==> config.mk <==
export PLATFORM = sky130hd
export DESIGN_NAME = product_accumulator
export DESIGN_NICKNAME = d
export VERILOG_FILES = /design/src/rtl/product_accumulator.sv
export SDC_FILE = /design/constraint.sdc
export NUM_CORES = 1
export LEC_CHECK = 0
export ABC_AREA = 1
export CAP_MARGIN = 5
export CORE_UTILIZATION = 34
export DETAILED_ROUTE_END_ITERATION = 16
export GPL_TIMING_DRIVEN = 0
export SYNTH_ARGS = -nofsm -noshare
export SYNTH_HDL_FRONTEND = slang
export SYNTH_SLANG_ARGS = --single-unit
==> constraint.sdc <==
create_clock -name clk -period 1.7 [get_ports clk]
set_input_delay 0.17 -clock clk [delete_from_list [all_inputs] [get_ports clk]]
set_output_delay 0.17 -clock clk [all_outputs]
set_load 0.005 [all_outputs]
==> src/rtl/product_accumulator.sv <==
// Sums N_TERMS unsigned 16-bit products per group; ACC_SATURATE_EN selects saturating instead of wrapping accumulation.
// Latency: result valid the cycle after the group's last beat is accepted.
// Backpressure: in_ready drops while a result waits in DONE; the result is held until out_ready.
module product_accumulator #(
    parameter int N_TERMS = 4,
    parameter int ACC_W   = 20
) (
    input  logic             clk,
    input  logic             rst_n,
    input  logic             clear,
    input  logic             in_valid,
    output logic             in_ready,
    input  logic [15:0]      product,
    output logic             out_valid,
    input  logic             out_ready,
    output logic [ACC_W-1:0] acc_out,
    output logic             overflow
);

    localparam int               CNT_W   = $clog2(N_TERMS + 1);
    localparam logic [CNT_W-1:0] LAST    = CNT_W'(N_TERMS);
    localparam logic [ACC_W-1:0] ACC_MAX = '1;

    typedef enum logic [1:0] {
        IDLE  = 2'd0,
        ACCUM = 2'd1,
        DONE  = 2'd2
    } state_t;

    state_t             state_q, state_d;
    logic [ACC_W-1:0]   acc_q, acc_d;
    logic [CNT_W-1:0]   count_q, count_d;
    logic               ovf_q, ovf_d;
    logic               beat;
    logic [ACC_W:0]     sum;

    assign beat = in_valid && in_ready;
    // Extra top bit is the carry that flags overflow.
    assign sum  = {1'b0, acc_q} + (ACC_W+1)'(product);

    always_comb begin
        state_d = state_q;
        acc_d   = acc_q;
        count_d = count_q;
        ovf_d   = ovf_q;

        unique case (state_q)
            IDLE: begin
                if (beat) begin
                    acc_d   = ACC_W'(product);
                    count_d = CNT_W'(1);
                    ovf_d   = 1'b0;
                    state_d = (N_TERMS == 1) ? DONE : ACCUM;
                end
            end
            ACCUM: begin
                if (beat) begin
                    count_d = count_q + CNT_W'(1);
                    if (sum[ACC_W]) begin
                        ovf_d = 1'b1;
                    end
`ifdef ACC_SATURATE_EN
                    // Once saturated, stay pinned at max for the rest of the group.
                    acc_d = (sum[ACC_W] || ovf_q) ? ACC_MAX : sum[ACC_W-1:0];
`else
                    acc_d = sum[ACC_W-1:0];
`endif
                    if (count_d == LAST) begin
                        state_d = DONE;
                    end
                end
            end
            DONE: begin
                if (out_ready) begin
                    state_d = IDLE;
                end
            end
            default: begin
                state_d = IDLE;
            end
        endcase

        if (clear) begin
            state_d = IDLE;
            acc_d   = '0;
            count_d = '0;
            ovf_d   = 1'b0;
        end
    end

    always_ff @(posedge clk or negedge rst_n) begin
        if (!rst_n) begin
            state_q <= IDLE;
            acc_q   <= '0;
            count_q <= '0;
            ovf_q   <= 1'b0;
        end else begin
            state_q <= state_d;
            acc_q   <= acc_d;
            count_q <= count_d;
            ovf_q   <= ovf_d;
        end
    end

    assign in_ready  = (state_q != DONE);
    assign out_valid = (state_q == DONE);
    assign acc_out   = acc_q;
    assign overflow  = ovf_q;

endmodule

==> flow_metrics.py, run 1 <==
metrics = {
    "final_layout": {
        "finalNetCount": 504,
        "syn2layout_area_growth_pct": 46.0,
        "regArea_sq_um": 652,
        "multi_input_area_sq_mm": 0.00195,
        "final_layout_size_suffix_gt1_share_pct": 26.0,
        "num-fill-cells": 698,
        "n_antenna_cell": 0,
    },
    "critical_path": {
        "critPathCaptureType": "flop",
        "critical-path-slowest-cell": "clkdlybuf4s50_1",
        "crit_type": "input port to flop",
        "start_kind": "input port",
        "crit_chain": "clkdlybuf4s50_1 > ha_2 > inv_2 > fa_2 > inv_2 > nand3_2 > nand3_4 > buf_6 > nand3_2 > nand4_1 > nand3_1 > nand2_1 > nand2_1",
        "crit_buf_inv": 4,
        "required_ns": 1.88,
        "path_delay_family": "buffers and inverters",
        "slowest_delay_ns": 0.48,
        "worstPathMaxFanout": 3,
        "cp.arrival_ns": 1.95,
    },
    "die": {
        "io_pins": 44,
        "die_h_microns": 87.7,
        "initial_core_util_pct": 36.0,
        "die_w_microns": 87.7,
        "die_area_sq_mm": 0.00769,
        "num_rows": 30,
        "core_area_sq_mm": 0.00694,
    },
    "synth": {
        "synth_top_family_by_area": "simple AND/OR/NAND/NOR gates",
        "syn-instance-count": 393,
        "synth_cell_type_count": 35,
        "synth_simple_gate_area_share_pct": 43.1,
        "synth_fp_nets": 433,
        "ys_warn_count": 0,
        "synth-xor-area-share_pct": 2.10,
        "synth_common_cells": "nand2_1, inv_1, nor2_1, nand3_1, dfrtp_1",
        "synth-adder-area-share_pct": 9.82,
        "synth_compound_area_share_pct": 9.02,
        "synth_flop_cell": "dfrtp_1",
        "yosysMostFrequentCell": "nand2_1",
        "netlist_area_sq_mm": 0.00250,
        "synth-seq-cells": 26,
        "synth-async-reset-ratio_pct": 100,
        "synth_top_area_cell": "dfrtp_1",
        "synth_edf_count": 0,
        "synth_top_area_share_pct": 26.1,
        "yosys-top-cells-area": "dfrtp_1, nand2_1, ha_1, inv_1, nand3_1",
        "yosysSeqAreaShare_pct": 26.1,
        "muxShareOfSynthArea_pct": 0,
        "avgSynthCellArea_sq_um": 6.35,
    },
    "clock_network": {
        "cts_tree": "yes",
        "clk_path_buf_depth": 2,
        "root_buffer": "clkbuf_8",
        "cts-buffers-inserted": 3,
        "path_clk_slew_ns": 0.10,
        "cts-hold-fix-buffers": 0,
        "cts.sinks": 26,
        "worstSkewPairLatency_ns": 0.29,
        "htreeDepth": 1,
    },
    "detailed_routing": {
        "drt_iter0_markers": 119,
        "num_vias": 2708,
        "routed_wl_microns": 7600,
        "drtPass1Iterations": 4,
        "wl_per_cell_microns": 13.6,
        "viasPerCell": 4.85,
        "route.antenna.remaining_nets": 0,
        "drc_errors": 0,
    },
    "sta": {
        "worstMarginPinSlew_ns": 0.677,
        "hold_viol": 0,
        "fin_tns_setup_ns": -0.469,
        "setup_viol": 9,
        "finalCriticalPeriod_ns": 1.77,
        "post-route-period-util_pct": 104,
        "slew-limit-headroom_pct": 54.7,
        "setup_ws_ns": -0.0718,
        "rsz0062_at_grt": "true",
        "max_freq_mhz": 564,
        "drv_slew": 0,
        "finClkSkew_ns": 0.00762,
    },
    "run": {
        "maxCapViolCount": 0,
    },
    "place": {
        "dp_slack_ns": -0.492,
        "place_congestion": 0.892,
        "hpwl_microns": 5610,
        "numPortBuffers": 43,
    },
    "global_route": {
        "grt_pass1_wl_microns": 12200,
        "antenna_found_initial": 0,
        "grtUsageTotal_pct": 20.7,
        "grt_pass1_vias": 2572,
        "grt.overflow.total": 0,
        "grt_max_degree": 17,
    },
    "power": {
        "power_density_mw_per_mm2": 730,
        "p_leak_nw": 1.79,
        "peakVddDrop_v": 0.000330,
    },
    "status": {
        "violations": "setup timing",
        "outcome": "complete, but fails checks",
    },
    "worst_hold_path": {
        "hold_path.class": "input port to async pin",
    },
}
[final cells by class]
class | instances | share of cell area (%)
sequential | 26 | 17.9
buffer | 6 | 0.823
multi-input combinational | 303 | 53.5
inverter | 58 | 6.07
timing repair buffer | 66 | 17.3
clock buffer | 3 | 1.13
tap | 96 | 3.29
[power by group]
part | internal, mW | switching (mW) | total [mW]
clock network | 0.160 | 0.226 | 0.386
logic | 0.687 | 0.822 | 1.51
registers | 0.687 | 0.0802 | 0.767
total | 1.53 | 1.13 | 2.66
[final timing paths]
check                           slack [ns]       start  depth (start not counted)          end
min in group clk                      0.53   out_ready                          4   state_q[1]
worst min register to register        0.53  count_q[2]                          2   count_q[2]
worst max register to register       -0.07  acc_out[0]                         12  acc_out[12]
max in group asynchronous             0.89       rst_n                          2   acc_out[8]
worst max-delay path                 -0.07  product[0]                         13  acc_out[12]
worst min-delay path                  0.29       rst_n                          1   acc_out[5]
[flip-flops by register name, indices dropped and copies added, names as in the netlist]
register	cells
count_q	3
acc_out	20
state_q	2
overflow	1
[cell families after synthesis]
kind of cell / count (synthesis)
simple gates: 237
buf+inv: 64
fa+ha+maj: 19
flops: 26
compound gates: 41
xor+xnor: 6
[layer usage]
metal | wire length, microns | vias to the layer above | share of wire [%] | track usage [%]
met3 | 314 | 13 | 4.1 | 2.45
li1 | - | 1390 | - | -
met4 | 172 | 0 | 2.3 | 7.60
met1 | 3650 | 1247 | 48 | 28.8
met2 | 3460 | 58 | 46 | 33.1
met5 | 0 | - | 0 | 0
[worst register-to-register path: stages (launching register included)]
cell     delay [ns]
dfrtp_1        0.36
ha_2           0.19
inv_2          0.04
fa_2           0.36
inv_2          0.08
nand3_2        0.08
nand3_4        0.09
buf_6          0.10
nand3_2        0.08
nand4_1        0.09
nand3_1        0.07
nand2_1        0.08
nand2_1        0.05
[layout by cell type (no fill, tap or decap), types with 2 or more instances in the layout]
| cell | instances |
|---|---|
| a21oi_1 | 9 |
| a21oi_2 | 5 |
| buf_2 | 5 |
| buf_4 | 20 |
| buf_6 | 2 |
| clkbuf_8 | 3 |
| clkdlybuf4s50_1 | 43 |
| dfrtp_1 | 25 |
| ha_1 | 3 |
| ha_4 | 14 |
| inv_1 | 49 |
| inv_2 | 8 |
| nand2_1 | 112 |
| nand2_2 | 21 |
| nand2_4 | 6 |
| nand3_1 | 21 |
| nand3_2 | 11 |
| nand3_4 | 2 |
| nand4_1 | 6 |
| nor2_1 | 38 |
| nor2_2 | 6 |
| nor2_4 | 4 |
| nor3_2 | 3 |
| o211ai_1 | 2 |
| o21ai_0 | 15 |
| o21ai_1 | 5 |
| xnor2_1 | 2 |
| xor2_1 | 3 |
[repair_timing]
item / CTS / global route
setup endpoints to repair: 15 / 20
buffers inserted: 7 / 15
resized for setup: 32 / 43
pin swaps: 9 / 15
[through the flow]
step	cells	hold slack (ns)	util [%]	power (mW)	cell area [sq um]
global route	558	0.322	52.5	2.86	3650
CTS	543	0.305	48.6	2.49	3380
floorplan	393	-0.126	-	1.51	2510
detailed placement	533	0.494	44.4	1.94	3090
finish	558	0.286	52.5	2.66	3650
global placement	532	0.489	44.0	1.92	3060
(Power assumes the default switching activity.)
==> run 2: changes to the inputs <==
--- a/config.mk
+++ b/config.mk
@@ -6,10 +6,11 @@
 export NUM_CORES = 1
 export LEC_CHECK = 0
 export ABC_AREA = 1
-export CAP_MARGIN = 5
-export CORE_UTILIZATION = 34
+export CAP_MARGIN = 20
+export CORE_UTILIZATION = 49
 export DETAILED_ROUTE_END_ITERATION = 16
 export GPL_TIMING_DRIVEN = 0
+export PLACE_DENSITY = 0.78
 export SYNTH_ARGS = -nofsm -noshare
 export SYNTH_HDL_FRONTEND = slang
 export SYNTH_SLANG_ARGS = --single-unit
==> run 2 against run 1 <==
Effect of this change:
- the flow still finishes with violations (setup timing)
- utilization rose by 20 points
- clock-buffer cell count did not move
- routed wire length fell by 2.1%
- register-to-register slack got worse by 0.06 ns
- critical path depth did not move
- clock power fell by 1%
- non-clock buffer count fell by 9
- sequential power barely moved
- sequential share of layout area rose by 0.67 points
- setup slack got worse by 0.063 ns
- final area fell by 3.8%
- die area fell by 30%
- critical endpoint is now acc_out[16]
- highest routed layer unchanged
==> flow_metrics.py, run 2 (synthesized netlist as in run 1, its figures left out) <==
metrics = {
    "status": {
        "outcome": "complete, but fails checks",
        "violations": "setup timing",
    },
    "critical_path": {
        "cp.arrival_ns": 2.02,
        "slowest_delay_ns": 0.44,
        "worstRegToRegCells": 13,
        "critical-path-slowest-cell": "dfrtp_1",
        "timing.rr.start": "acc_out[0]",
        "critPathCaptureType": "flop",
        "path_common_cell": "nand2_2",
        "start_kind": "flop",
        "reg2reg_slack_ns": -0.13,
        "required_ns": 1.88,
        "crit_type": "flop to flop",
        "regToRegEndpoint": "acc_out[16]",
        "crit_start": "acc_out[0]",
        "crit_chain": "ha_4 > inv_2 > fa_2 > inv_2 > nand3_2 > nand3_4 > nand2_2 > nand2_2 > nand2_2 > nand2_4 > nand3_2 > nand2_2 > nor2_1",
        "worstPathMaxFanout": 3,
    },
    "final_layout": {
        "layout_commonest_cell": "nand2_1",
        "design_area_sq_mm": 0.00351,
        "finalNetCount": 495,
        "final_layout_size_suffix_gt1_share_pct": 21.9,
        "layout_common_cells": "nand2_1, inv_1, clkdlybuf4s50_1",
        "largest_reg_flops": 20,
        "syn2layout_area_growth_pct": 40.5,
        "fin_cells": 520,
        "n_antenna_cell": 0,
    },
    "clock_network": {
        "root_buffer": "clkbuf_8",
        "cts.sinks": 26,
        "worstSkewPairLatency_ns": 0.28,
        "cts-hold-fix-buffers": 0,
        "htreeDepth": 1,
        "cts-buffers-inserted": 3,
        "path_clk_slew_ns": 0.10,
        "clk_path_buf_depth": 2,
        "cts_tree": "yes",
    },
    "global_route": {
        "grt_use_met1_pct": 36.1,
        "grtUsageTotal_pct": 28.2,
        "grt_max_degree": 16,
        "antenna_found_initial": 0,
        "use_met2_pct": 49.7,
        "groute.layer.met3.usage_pct": 2.88,
        "grt.busiest_layer": "met2",
        "grt.overflow.total": 0,
        "grt_pass1_wl_microns": 11600,
        "grt_pass1_vias": 2614,
    },
    "sta": {
        "setup_ws_ns": -0.135,
        "slew-limit-headroom_pct": 54.8,
        "worstMarginPinSlew_ns": 0.675,
        "setup_viol": 8,
        "hold_viol": 0,
        "finClkSkew_ns": 0.00128,
        "drv_slew": 0,
        "finalCriticalPeriod_ns": 1.83,
        "max_freq_mhz": 545,
        "hold_ws_ns": 0.290,
        "fin_tns_setup_ns": -0.777,
        "post-route-period-util_pct": 108,
        "rsz0062_at_grt": "true",
    },
    "place": {
        "hpwl_microns": 5190,
        "place_area_sq_mm": 0.00305,
        "place_congestion": 0.981,
        "numPortBuffers": 43,
        "dp.cells": 504,
    },
    "power": {
        "power_density_mw_per_mm2": 740,
        "p_leak_nw": 1.75,
        "p_total_mw": 2.60,
        "peakVddDrop_v": 0.000523,
    },
    "detailed_routing": {
        "viasPerCell": 5.41,
        "drc_errors": 0,
        "wl_per_cell_microns": 14.3,
        "num_vias": 2813,
        "drtPass1Iterations": 4,
        "routed_wl_microns": 7440,
        "route.antenna.remaining_nets": 0,
        "drt_iter0_markers": 293,
    },
    "die": {
        "core_area_sq_mm": 0.00482,
        "die_area_sq_mm": 0.00539,
        "die_w_microns": 73.4,
        "io_pins": 44,
        "die_h_microns": 73.4,
        "initial_core_util_pct": 51.8,
        "num_rows": 25,
    },
    "run": {
        "maxCapViolCount": 0,
    },
    "worst_hold_path": {
        "hold_path.class": "input port to async pin",
    },
}
==> run 2: power by group <==
group          total, mW  leakage [nW]  switching (mW)  internal, mW
Combinational       1.45          1.38           0.812         0.635
Clock              0.382        0.0216           0.222         0.160
Sequential         0.768         0.350          0.0814         0.686
Total               2.60          1.75            1.12          1.48
==> run 2: how the worst max path moves through the flow <==
stage | to | slack [ns] | cells after the start
after detailed placement | acc_out[16] | -0.46 | 14
final | acc_out[16] | -0.13 | 13
after CTS | acc_out[16] | -0.07 | 13
after global routing | acc_out[16] | -0.21 | 13
after global placement | overflow | -0.44 | 13
after floorplan | acc_out[16] | 0.009 | 13
==> run 2: worst max-delay path, delay by kind of cell, from the launching register on <==
kind,cells,cell delay [ns]
adder cells (fa/ha/maj),2,0.52
flip-flops,1,0.44
AND/OR/NAND/NOR,9,0.64
buffers and inverters,2,0.12
==> run 2: what timing repair did <==
| action | 4_1_cts | 5_1_grt |
|---|---|---|
| endpoints found under the setup margin | 13 | 21 |
| buffers inserted | 4 | 9 |
| pin swaps | 6 | 10 |
| cloned | 0 | 0 |
| gates resized for setup | 33 | 34 |
==> run 2: final cells by class <==
cell class | count | area, sq um
Inverter | 58 | 221
Buffer | 6 | 31.3
Sequential cell | 26 | 651
Clock buffer | 3 | 41.3
Multi-Input combinational cell | 303 | 1920
Fill cell | 418 | 1310
Timing Repair Buffer | 57 | 559
Tap cell | 67 | 83.8
==> run 2: metal layers <==
| metal | routed length (microns) | up-vias |
|---|---|---|
| met5 | 0 | - |
| met4 | 139 | 0 |
| met3 | 471 | 17 |
| met2 | 3600 | 121 |
| met1 | 3230 | 1305 |
| li1 | - | 1370 |
==> run 2: per-stage QoR <==
step                util [%]  setup WS, ns
floorplan                  -       0.00878
global placement        62.7        -0.439
detailed placement      63.3        -0.460
CTS                     68.8       -0.0701
global route            72.8        -0.208
finish                  72.8        -0.135
==> run 3: changes to the inputs <==
--- a/config.mk
+++ b/config.mk
@@ -11,6 +11,7 @@
 export DETAILED_ROUTE_END_ITERATION = 16
 export GPL_TIMING_DRIVEN = 0
 export PLACE_DENSITY = 0.78
+export SLEW_MARGIN = 20
 export SYNTH_ARGS = -nofsm -noshare
 export SYNTH_HDL_FRONTEND = slang
 export SYNTH_SLANG_ARGS = --single-unit
==> run 3 against run 2 <==
Effect of this change:
- the run still ends with setup timing left
- global-route usage increased by 0.58 points
- clock skew increased by 0.0035 ns
- utilization increased by 1.7 points
- fmax increased by 2.1%
- largest cell class unchanged
- largest power group unchanged
- highest routed layer unchanged
==> flow_metrics.py, run 3 (synthesized netlist as in run 1, its figures left out) <==
metrics = {
    "clock_network": {
        "htreeDepth": 1,
        "worstSkewPairLatency_ns": 0.28,
        "path_clk_slew_ns": 0.10,
        "cts_tree": "yes",
        "cts-buffers-inserted": 3,
        "clk_path_buf_depth": 2,
        "root_buffer": "clkbuf_8",
        "cts.sinks": 26,
    },
    "critical_path": {
        "crit_chain": "ha_4 > inv_2 > fa_2 > inv_2 > nand3_2 > nand3_4 > nand2_2 > nand2_2 > nand2_2 > nand2_4 > nand3_2 > nand2_2 > nor2_1",
        "path_common_cell": "nand2_2",
        "critical-path-slowest-cell": "dfrtp_1",
        "worstPathMaxFanout": 3,
        "required_ns": 1.88,
        "start_kind": "flop",
        "crit_type": "flop to flop",
        "critPathCaptureType": "flop",
        "slowest_delay_ns": 0.41,
        "cp.arrival_ns": 1.98,
    },
    "sta": {
        "setup_ws_ns": -0.0961,
        "slew-limit-headroom_pct": 59.1,
        "hold_viol": 0,
        "post-route-period-util_pct": 106,
        "setup_viol": 6,
        "max_freq_mhz": 557,
        "finClkSkew_ns": 0.00476,
        "worstMarginPinSlew_ns": 0.614,
        "finalCriticalPeriod_ns": 1.80,
        "rsz0062_at_grt": "true",
        "drv_slew": 0,
    },
    "detailed_routing": {
        "viasPerCell": 5.37,
        "drc_errors": 0,
        "route.antenna.remaining_nets": 0,
        "wl_per_cell_microns": 14.7,
        "drt_iter0_markers": 219,
        "routed_wl_microns": 7720,
        "num_vias": 2823,
        "drtPass1Iterations": 6,
    },
    "die": {
        "core_area_sq_mm": 0.00482,
        "die_w_microns": 73.4,
        "io_pins": 44,
        "initial_core_util_pct": 51.8,
        "die_area_sq_mm": 0.00539,
        "die_h_microns": 73.4,
        "num_rows": 25,
    },
    "place": {
        "hpwl_microns": 5060,
        "dp.cells": 503,
        "numPortBuffers": 43,
        "place_area_sq_mm": 0.00302,
        "place_congestion": 0.981,
    },
    "power": {
        "p_total_mw": 2.66,
        "p_leak_nw": 1.76,
        "pwr-share-clk_pct": 14.1,
        "seqPwrFrac_pct": 28.9,
        "p_int_mw": 1.51,
        "netSwitchingPower_mw": 1.15,
        "power_density_mw_per_mm2": 741,
        "power_switching_share_pct": 43.2,
        "peakVddDrop_v": 0.000525,
        "combPwrFrac_pct": 57.0,
    },
    "final_layout": {
        "n_antenna_cell": 0,
        "final_layout_size_suffix_gt1_share_pct": 26.4,
        "fin_cells": 526,
        "design_area_sq_mm": 0.00359,
        "syn2layout_area_growth_pct": 43.7,
        "layout_common_cells": "nand2_1, inv_1, clkdlybuf4s50_1",
        "finalNetCount": 501,
        "largest_reg_flops": 20,
        "layout_commonest_cell": "nand2_1",
    },
    "worst_hold_path": {
        "hold_path.class": "input port to async pin",
    },
    "global_route": {
        "grtUsageTotal_pct": 28.8,
        "antenna_found_initial": 0,
        "grt_pass1_wl_microns": 11800,
        "grt_pass1_vias": 2639,
        "grt_max_degree": 27,
        "grt.overflow.total": 0,
    },
    "status": {
        "violations": "setup timing",
        "outcome": "complete, but fails checks",
    },
    "run": {
        "maxCapViolCount": 0,
    },
}
==> run 3: changes by cell type in the layout (fill, tap and decap cells not counted), moves of 2 or more <==
cell / before / now
nand2_1: 115 / 104
nand2_2: 20 / 30
buf_4: 14 / 19
buf_2: 4 / 6
dlymetal6s2s_1: 2 / 0
inv_1: 51 / 49
inv_2: 6 / 8
==> run 3: final timing paths <==
kind | start | endpoint | slack [ns] | cells past startpoint
min in group clk | product[0] | acc_out[0] | 0.43 | 3
worst min register to register | count_q[2] | count_q[2] | 0.52 | 2
worst max-delay path | acc_out[0] | acc_out[16] | -0.1 | 13
max in group asynchronous | rst_n | count_q[2] | 0.87 | 2
worst min-delay path | rst_n | acc_out[10] | 0.43 | 2
worst max register to register | acc_out[0] | acc_out[16] | -0.1 | 13
==> run 3: repair_timing <==
item / CTS / global route
setup buffers: 4 / 15
endpoints found under the hold margin: 26 / 0
resized for setup: 32 / 50
cloned: 0 / 0
hold buffers: 1 / 0
endpoints found under the setup margin: 13 / 21
pin swaps: 6 / 18
==> run 3: stage by stage <==
| stage | util, % | worst slack [ns] | hold WS (ns) | setup TNS (ns) |
|---|---|---|---|---|
| final | 74.5 | -0.0961 | 0.429 | -0.358 |
| after global placement | 62.7 | -0.439 | 0.488 | -4.94 |
| after CTS | 68.3 | -0.0693 | 0.396 | -0.204 |
| after detailed placement | 62.6 | -0.460 | 0.214 | -5.37 |
| after floorplan | - | 0.00878 | -0.126 | 0 |
| after global routing | 74.5 | -0.217 | 0.473 | -1.44 |
==> run 3: metal layers <==
| metal | global-route usage (%) | vias up | wire (microns) |
|---|---|---|---|
| met4 | 11.3 | 0 | 188 |
| met2 | 51.0 | 119 | 3840 |
| met3 | 3.29 | 23 | 421 |
| li1 | - | 1376 | - |
| met5 | 0 | - | 0 |
| met1 | 35.6 | 1305 | 3270 |
==> run 3: critical path: cells and delay by family, from the launching register on <==
| family | cells | cell delay, ns |
|---|---|---|
| simple gates | 9 | 0.66 |
| flops | 1 | 0.41 |
| buf+inv | 2 | 0.12 |
| fa+ha+maj | 2 | 0.51 |
==> run 3: layout make-up <==
class / count / area, sq um
sequential: 26 / 651
inverter: 58 / 221
fill: 413 / 1230
tap: 67 / 83.8
buffer: 6 / 28.8
multi-input combinational: 303 / 1990
clock buffer: 3 / 41.3
timing repair buffer: 63 / 577
==> run 3: power by group through the flow <==
| stage | Sequential, mW | Combinational, mW | Clock, mW |
|---|---|---|---|
| floorplan | 0.757 | 0.758 | 0 |
| global placement | 0.758 | 1.13 | 0 |
| finish | 0.769 | 1.52 | 0.375 |
| detailed placement | 0.760 | 1.15 | 0 |
| global route | 0.778 | 1.66 | 0.401 |
| CTS | 0.764 | 1.28 | 0.387 |
